<file path="config.mk">
export PLATFORM = sky130hd
export DESIGN_NAME = vmem_integrator
export DESIGN_NICKNAME = d
export VERILOG_FILES = /design/src/rtl/vmem_integrator.sv
export SDC_FILE = /design/constraint.sdc
export NUM_CORES = 2
export LEC_CHECK = 0
export CAP_MARGIN = 20
export CORE_MARGIN = 2
export CORE_UTILIZATION = 40
export DETAILED_ROUTE_END_ITERATION = 12
export MAX_ROUTING_LAYER = met4
export PLACE_DENSITY = 0.69
export SYNTH_ARGS = -nofsm -noshare
export SYNTH_HDL_FRONTEND = slang
export SYNTH_SLANG_ARGS = --single-unit
</file>
<file path="constraint.sdc">
create_clock -name Clock -period 43.6 [get_ports Clock]
set_input_delay 8.72 -clock Clock [delete_from_list [all_inputs] [get_ports Clock]]
set_output_delay 8.72 -clock Clock [all_outputs]
set_load 0.005 [all_outputs]
</file>
<file path="src/rtl/vmem_integrator.sv">
// Membrane-potential update: leak = (VmemRest - Vmem)*DeltaT/Taumem via restoring divider, then sum, threshold, refractory.
// Latency DATA_WIDTH+2 cycles; result held in DONE until OutputReady. Optional clamp of the sum: VMEM_SATURATE_EN.
module vmem_integrator #(
  parameter int INTEGER_WIDTH    = 32,
  parameter int DATA_WIDTH_FRAC  = 32,
  parameter int DATA_WIDTH       = INTEGER_WIDTH + DATA_WIDTH_FRAC,
  parameter int DELTAT_WIDTH     = 4,
  parameter int REFRACTORY_WIDTH = 8,
  parameter int NEURON_WIDTH     = 16
) (
  input  logic                               Clock,
  input  logic                               Reset,
  input  logic                               InputValid,
  output logic                               InputReady,
  input  logic [NEURON_WIDTH-1:0]            NeuronIDIn,
  input  logic signed [DATA_WIDTH-1:0]       Vmem,
  input  logic signed [DATA_WIDTH-1:0]       VmemRest,
  input  logic signed [DATA_WIDTH-1:0]       Vth,
  input  logic signed [DATA_WIDTH-1:0]       Vreset,
  input  logic signed [DATA_WIDTH-1:0]       EPSC,
  input  logic signed [DATA_WIDTH-1:0]       IPSC,
  input  logic [DELTAT_WIDTH-1:0]            DeltaT,
  input  logic signed [INTEGER_WIDTH-1:0]    Taumem,
  input  logic [REFRACTORY_WIDTH-1:0]        RefractoryIn,
  input  logic [REFRACTORY_WIDTH-1:0]        RefractoryPeriod,
  output logic                               OutputValid,
  input  logic                               OutputReady,
  output logic [NEURON_WIDTH-1:0]            NeuronIDOut,
  output logic signed [DATA_WIDTH-1:0]       VmemOut,
  output logic [REFRACTORY_WIDTH-1:0]        RefractoryOut,
  output logic                               SpikeOut
);

  localparam int DW = DATA_WIDTH;
  localparam int IW = INTEGER_WIDTH;
  localparam int FW = DATA_WIDTH_FRAC;
  localparam int CW = $clog2(DW);

  localparam logic [2:0] IDLE = 3'd0;
  localparam logic [2:0] MULT = 3'd1;
  localparam logic [2:0] DIV  = 3'd2;
  localparam logic [2:0] SUM  = 3'd3;
  localparam logic [2:0] DONE = 3'd4;

  logic [2:0] state;

  logic signed [DW-1:0]     vmem_r, vrest_r, vth_r, vreset_r, epsc_r, ipsc_r;
  logic [DELTAT_WIDTH-1:0]  dt_r;
  logic signed [IW-1:0]     tau_r;
  logic [REFRACTORY_WIDTH-1:0] refin_r, refper_r;
  logic [NEURON_WIDTH-1:0]  nid_r;

  logic [DW-1:0]  quo;
  logic [DW:0]    rem;
  logic [CW-1:0]  cnt;
  logic           qneg_r;

  assign InputReady  = (state == IDLE);
  assign OutputValid = (state == DONE);

  // DeltaT sits in the top fractional bits, so as a Q value it is DeltaT/2^DELTAT_WIDTH.
  logic [DW-1:0]   diff, dt_q, p_q, p_mag;
  logic [2*DW-1:0] prod;
  logic            unused_prod_bits;

  assign diff  = vrest_r - vmem_r;
  assign dt_q  = {{IW{1'b0}}, dt_r, {(FW-DELTAT_WIDTH){1'b0}}};
  assign prod  = {{DW{diff[DW-1]}}, diff} * {{DW{1'b0}}, dt_q};
  assign p_q   = prod[DW+FW-1:FW];
  assign p_mag = p_q[DW-1] ? (~p_q + 1'b1) : p_q;
  assign unused_prod_bits = ^{prod[2*DW-1:DW+FW], prod[FW-1:0]};

  logic [IW-1:0] tau_mag;
  logic [DW:0]   dvs, shifted, trial;

  assign tau_mag = tau_r[IW-1] ? (~tau_r + 1'b1) : tau_r;
  assign dvs     = {{(DW+1-IW){1'b0}}, tau_mag};
  assign shifted = {rem[DW-1:0], quo[DW-1]};
  assign trial   = shifted - dvs;

  logic [DW-1:0] leak, sum_s, next_vmem, next_ref_unused_guard;
  logic [REFRACTORY_WIDTH-1:0] next_ref;
  logic next_spk;

  // Zero divisor yields an all-ones quotient from the iteration; the leak is forced to zero instead.
  assign leak = (tau_r == '0) ? '0 : (qneg_r ? (~quo + 1'b1) : quo);

`ifdef VMEM_SATURATE_EN
  logic [DW+1:0] wide;
  assign wide = {{2{vmem_r[DW-1]}}, vmem_r} + {{2{leak[DW-1]}}, leak}
              + {{2{epsc_r[DW-1]}}, epsc_r} + {{2{ipsc_r[DW-1]}}, ipsc_r};
  always_comb begin
    sum_s = wide[DW-1:0];
    if (wide[DW+1:DW-1] != 3'b000 && wide[DW+1:DW-1] != 3'b111)
      sum_s = wide[DW+1] ? {1'b1, {(DW-1){1'b0}}} : {1'b0, {(DW-1){1'b1}}};
  end
`else
  assign sum_s = vmem_r + leak + epsc_r + ipsc_r;
`endif

  assign next_ref_unused_guard = '0;

  always_comb begin
    next_vmem = sum_s;
    next_ref  = '0;
    next_spk  = 1'b0;
    if (refin_r != '0) begin
      next_vmem = vmem_r;
      next_ref  = refin_r - REFRACTORY_WIDTH'(1);
    end else if ($signed(sum_s) >= $signed(vth_r)) begin
      next_vmem = vreset_r;
      next_ref  = refper_r;
      next_spk  = 1'b1;
    end
  end

  always_ff @(posedge Clock or posedge Reset) begin
    if (Reset) begin
      state         <= IDLE;
      vmem_r        <= '0;
      vrest_r       <= '0;
      vth_r         <= '0;
      vreset_r      <= '0;
      epsc_r        <= '0;
      ipsc_r        <= '0;
      dt_r          <= '0;
      tau_r         <= '0;
      refin_r       <= '0;
      refper_r      <= '0;
      nid_r         <= '0;
      quo           <= '0;
      rem           <= '0;
      cnt           <= '0;
      qneg_r        <= 1'b0;
      NeuronIDOut   <= '0;
      VmemOut       <= '0;
      RefractoryOut <= '0;
      SpikeOut      <= 1'b0;
    end else begin
      case (state)
        IDLE: if (InputValid) begin
          vmem_r   <= Vmem;
          vrest_r  <= VmemRest;
          vth_r    <= Vth;
          vreset_r <= Vreset;
          epsc_r   <= EPSC;
          ipsc_r   <= IPSC;
          dt_r     <= DeltaT;
          tau_r    <= Taumem;
          refin_r  <= RefractoryIn;
          refper_r <= RefractoryPeriod;
          nid_r    <= NeuronIDIn;
          state    <= MULT;
        end
        MULT: begin
          quo    <= p_mag;
          rem    <= '0;
          cnt    <= '0;
          qneg_r <= p_q[DW-1] ^ tau_r[IW-1];
          state  <= DIV;
        end
        DIV: begin
          if (!trial[DW]) begin
            rem <= trial;
            quo <= {quo[DW-2:0], 1'b1};
          end else begin
            rem <= shifted;
            quo <= {quo[DW-2:0], 1'b0};
          end
          cnt <= cnt + 1'b1;
          if (cnt == CW'(DW-1)) state <= SUM;
        end
        SUM: begin
          NeuronIDOut   <= nid_r;
          VmemOut       <= next_vmem;
          RefractoryOut <= next_ref;
          SpikeOut      <= next_spk;
          state         <= DONE;
        end
        DONE: if (OutputReady) state <= IDLE;
        default: state <= IDLE;
      endcase
    end
  end

endmodule

</file>
==> parameters.txt <==
Parameter                              Value

Final layout
  Area growth from synthesis to layout ... 18.5%
  Layout cell share with drive strength beyond 1 ... 9.00%
  Filler Cells Inserted ... 12300
  Area of the multi-input gates ... 33400 um2
  Net total in the final layout ... 7195
  Post-route core utilization ... 47.8%
  Total area of sequential cells ... 17000 um2

Worst setup path
  Required @ worst endpoint ... 44.16 ns
  Worst Setup Start Kind ... input port
  Largest fanout on the critical path ... 213
  Element type at the critical path end ... flop
  Setup CP Type ... in2reg
  Worst endpoint data arrival time ... 12.55 ns

Logic synthesis
  Post-synthesis register bit count ... 679
  Mapped Nets ... 6816
  Synth warnings ... 0
  Post-synthesis average cell area ... 9.14 um2
  Number of cells produced by synthesis ... 5811
  Count of distinct cell types in the synthesized netlist ... 92
  Mapped cell area ... 53100 um2
  Sequential area share after synthesis ... 32.0%
  Share of async-settable or async-resettable flops after synthesis ... 100%
  Number of enable-type register cells in the synthesized netlist ... 0
  Most common flop cell mapped by yosys ... sky130_fd_sc_hd__dfrtp_1

CTS
  Number of levels in the clock H-tree ... 3
  Post-CTS setup-driven buffer insertion count ... 0
  TritonCTS Buffers ... 78
  Number of buffers added to fix hold violations after cts ... 0
  CTS clk-pin slew, worst paths ... 0.06 ns
  Buffer cell driving the clock tree root ... sky130_fd_sc_hd__clkbuf_16
  CTS Buffer Depth ... 3
  Clock tree from TritonCTS ... built
  Clock sink total ... 679
  Post-cts sizing count ... 0
  Latest clock arrival within the worst-skew pair ... 0.70 ns

GRT
  Global-route usage over all layers ... 26.1%
  Number of antenna violations at the first check in global routing ... 14
  Via count of the first global-routing pass ... 44000
  Gr ovfl total ... 0
  Largest net degree at the start of global routing ... 214
  Global-route wire length before repair ... 267000 um

Timing
  Worst relative slew slack ... 15.8%
  Clock tree skew after final layout ... 0.0373 ns
  Final critical-path required period ... 11.98 ns
  Total negative slack ... 0 ns
  Setup repair after global routing missed its margin ... false
  Ratio of final minimum period to clock period ... 27.5%
  Worst-Margin Slew ... 1.26 ns
  Hold violation count in the final report ... 0
  Total of endpoints with negative setup slack in the final report ... 0
  Highest clock frequency the design can meet ... 0.0835 GHz
  Final Max Tran Viols ... 0

Floorplanning
  Die W ... 368 um
  Number of top-level pins ... 547
  Area of the die ... 136000 um2
  Standard-cell rows ... 133
  Starting utilization of the core area ... 40.4%
  Chip height ... 368 um
  Placeable core region ... 132000 um2

Routing
  Remaining routing DRC violations ... 0
  Vias post-DR ... 44700
  Overall routed net length ... 175000 um
  Mean number of vias per cell ... 5.59
  Number of nets with antenna violations after detailed routing ... 0
  Drt first pass iters ... 6
  Average routed wire per standard cell ... 21.9 um
  First-iteration detailed-routing DRC count ... 4024

Place
  Routability Congestion ... 0.989
  Post-DP HPWL ... 140000 um
  Total of buffers placed on input and output ports ... 546

Outcome
  Run status ... completed

Job
  Max-cap violations ... 0

Hold path
  Classification of the worst-slack hold path ... reg2reg
## final timing paths
kind	startpoint	end	depth (start not counted)	slack, ns
max in group asynchronous	Reset	vrest_r[48]$_DFFE_PP0P_	5	32.15
min in group asynchronous	Reset	vreset_r[2]$_DFFE_PP0P_	2	8.58
worst max-delay path	InputValid	ipsc_r[44]$_DFFE_PP0P_	7	31.62
worst min-delay path	nid_r[12]$_DFFE_PP0P_	NeuronIDOut[12]$_DFFE_PP0P_	2	0.48
worst max register to register	tau_r[7]$_DFFE_PP0P_	VmemOut[3]$_DFFE_PP0P_	34	32.19
worst min register to register	nid_r[12]$_DFFE_PP0P_	NeuronIDOut[12]$_DFFE_PP0P_	2	0.48
## synthesized netlist by cell type, drive strengths merged (32+ instances only)
| library cell | count | area, um2 |
|---|---|---|
| nor3 | 84 | 435 |
| o31ai | 52 | 409 |
| nand2 | 561 | 2110 |
| nand4 | 77 | 482 |
| nor4 | 35 | 253 |
| nand3 | 72 | 365 |
| dfrtp | 679 | 17000 |
| nor2b | 39 | 244 |
| inv | 456 | 1710 |
| and2 | 189 | 1180 |
| or3 | 53 | 343 |
| o21a | 43 | 323 |
| nor2 | 328 | 1230 |
| mux2i | 53 | 531 |
| a21o | 168 | 1260 |
| a31oi | 46 | 288 |
| xor2 | 190 | 1660 |
| fa | 256 | 5120 |
| a21oi | 332 | 1660 |
| clkbuf | 270 | 1010 |
| nand2b | 39 | 244 |
| or2 | 32 | 200 |
| o21ai | 493 | 2470 |
| ha | 293 | 3670 |
| a22oi | 63 | 473 |
| mux2 | 321 | 3610 |
| a211oi | 68 | 515 |
| o21bai | 53 | 398 |
| xnor2 | 194 | 1700 |
## metrics by stage
step	hold slack [ns]	worst slack, ns	instances	cell area (um2)
after floorplan	0.435	15.85	5811	53100
after global placement	0.447	31.17	7861	60100
after detailed placement	0.456	31.12	7862	60100
after CTS	0.468	31.84	7999	62900
after global routing	0.492	31.50	8009	62900
final	0.475	31.62	8010	62900
## cell families (layout without fill, tap and decap cells)
| group | count (synthesis) | after routing | synth area share, % |
|---|---|---|---|
| AND/OR/NAND/NOR | 1586 | 1586 | 14.5 |
| adder cells (fa/ha/maj) | 549 | 549 | 16.5 |
| other | 0 | 8 | 0 |
| multiplexers | 374 | 374 | 7.80 |
| AO/OA/AOI/OAI | 1495 | 1495 | 17.6 |
| flip-flops | 679 | 679 | 32.0 |
| buffers and inverters | 744 | 1180 | 5.29 |
| XOR/XNOR | 384 | 384 | 6.33 |
## sequential cells by signal, indices dropped and copies added (netlist names), 32 cells and up
name	flops
VmemOut	64
epsc_r	64
ipsc_r	64
quo	64
rem	64
tau_r	32
vmem_r	64
vreset_r	64
vrest_r	64
vth_r	64
## worst max-delay path, stage by stage
cell and delay (ns):
sky130_fd_sc_hd__clkdlybuf4s50_1 0.52, sky130_fd_sc_hd__nand2b_1 0.09, sky130_fd_sc_hd__nor3_2 0.12, sky130_fd_sc_hd__buf_4 0.67
sky130_fd_sc_hd__buf_12 0.53, sky130_fd_sc_hd__buf_4 0.93, sky130_fd_sc_hd__mux2_2 0.43
## metal layers
metal,up-vias,global-route usage (%),routed length [um]
li1,20900,-,-
met1,22200,35.3,78000
met2,1452,40.3,80200
met3,215,4.10,11500
met4,0,8.17,5410
met5,-,-,0
## cell type report
type | count | share of cell area [%]
Clock inverter | 28 | 0.855
Inverter | 457 | 2.74
Sequential cell | 679 | 27.0
Antenna cell | 8 | 0.0318
Clock buffer | 109 | 3.65
Tap cell | 1755 | 3.49
Timing Repair Buffer | 586 | 9.21
Multi-Input combinational cell | 4388 | 53.0
## cells in the final DEF (no fill, tap or decap), types with 194 or more instances in the layout
cell type                         instances
sky130_fd_sc_hd__a21oi_1                332
sky130_fd_sc_hd__o21ai_0                475
sky130_fd_sc_hd__xnor2_1                194
sky130_fd_sc_hd__ha_1                   293
sky130_fd_sc_hd__fa_1                   256
sky130_fd_sc_hd__dfrtp_1                677
sky130_fd_sc_hd__clkdlybuf4s50_1        546
sky130_fd_sc_hd__nor2_1                 325
sky130_fd_sc_hd__inv_1                  455
sky130_fd_sc_hd__mux2_2                 320
sky130_fd_sc_hd__nand2_1                560
Power is left out: the tool's default activity adds up to more than one toggle a clock period on the data nets, which glitch-free logic cannot reach.
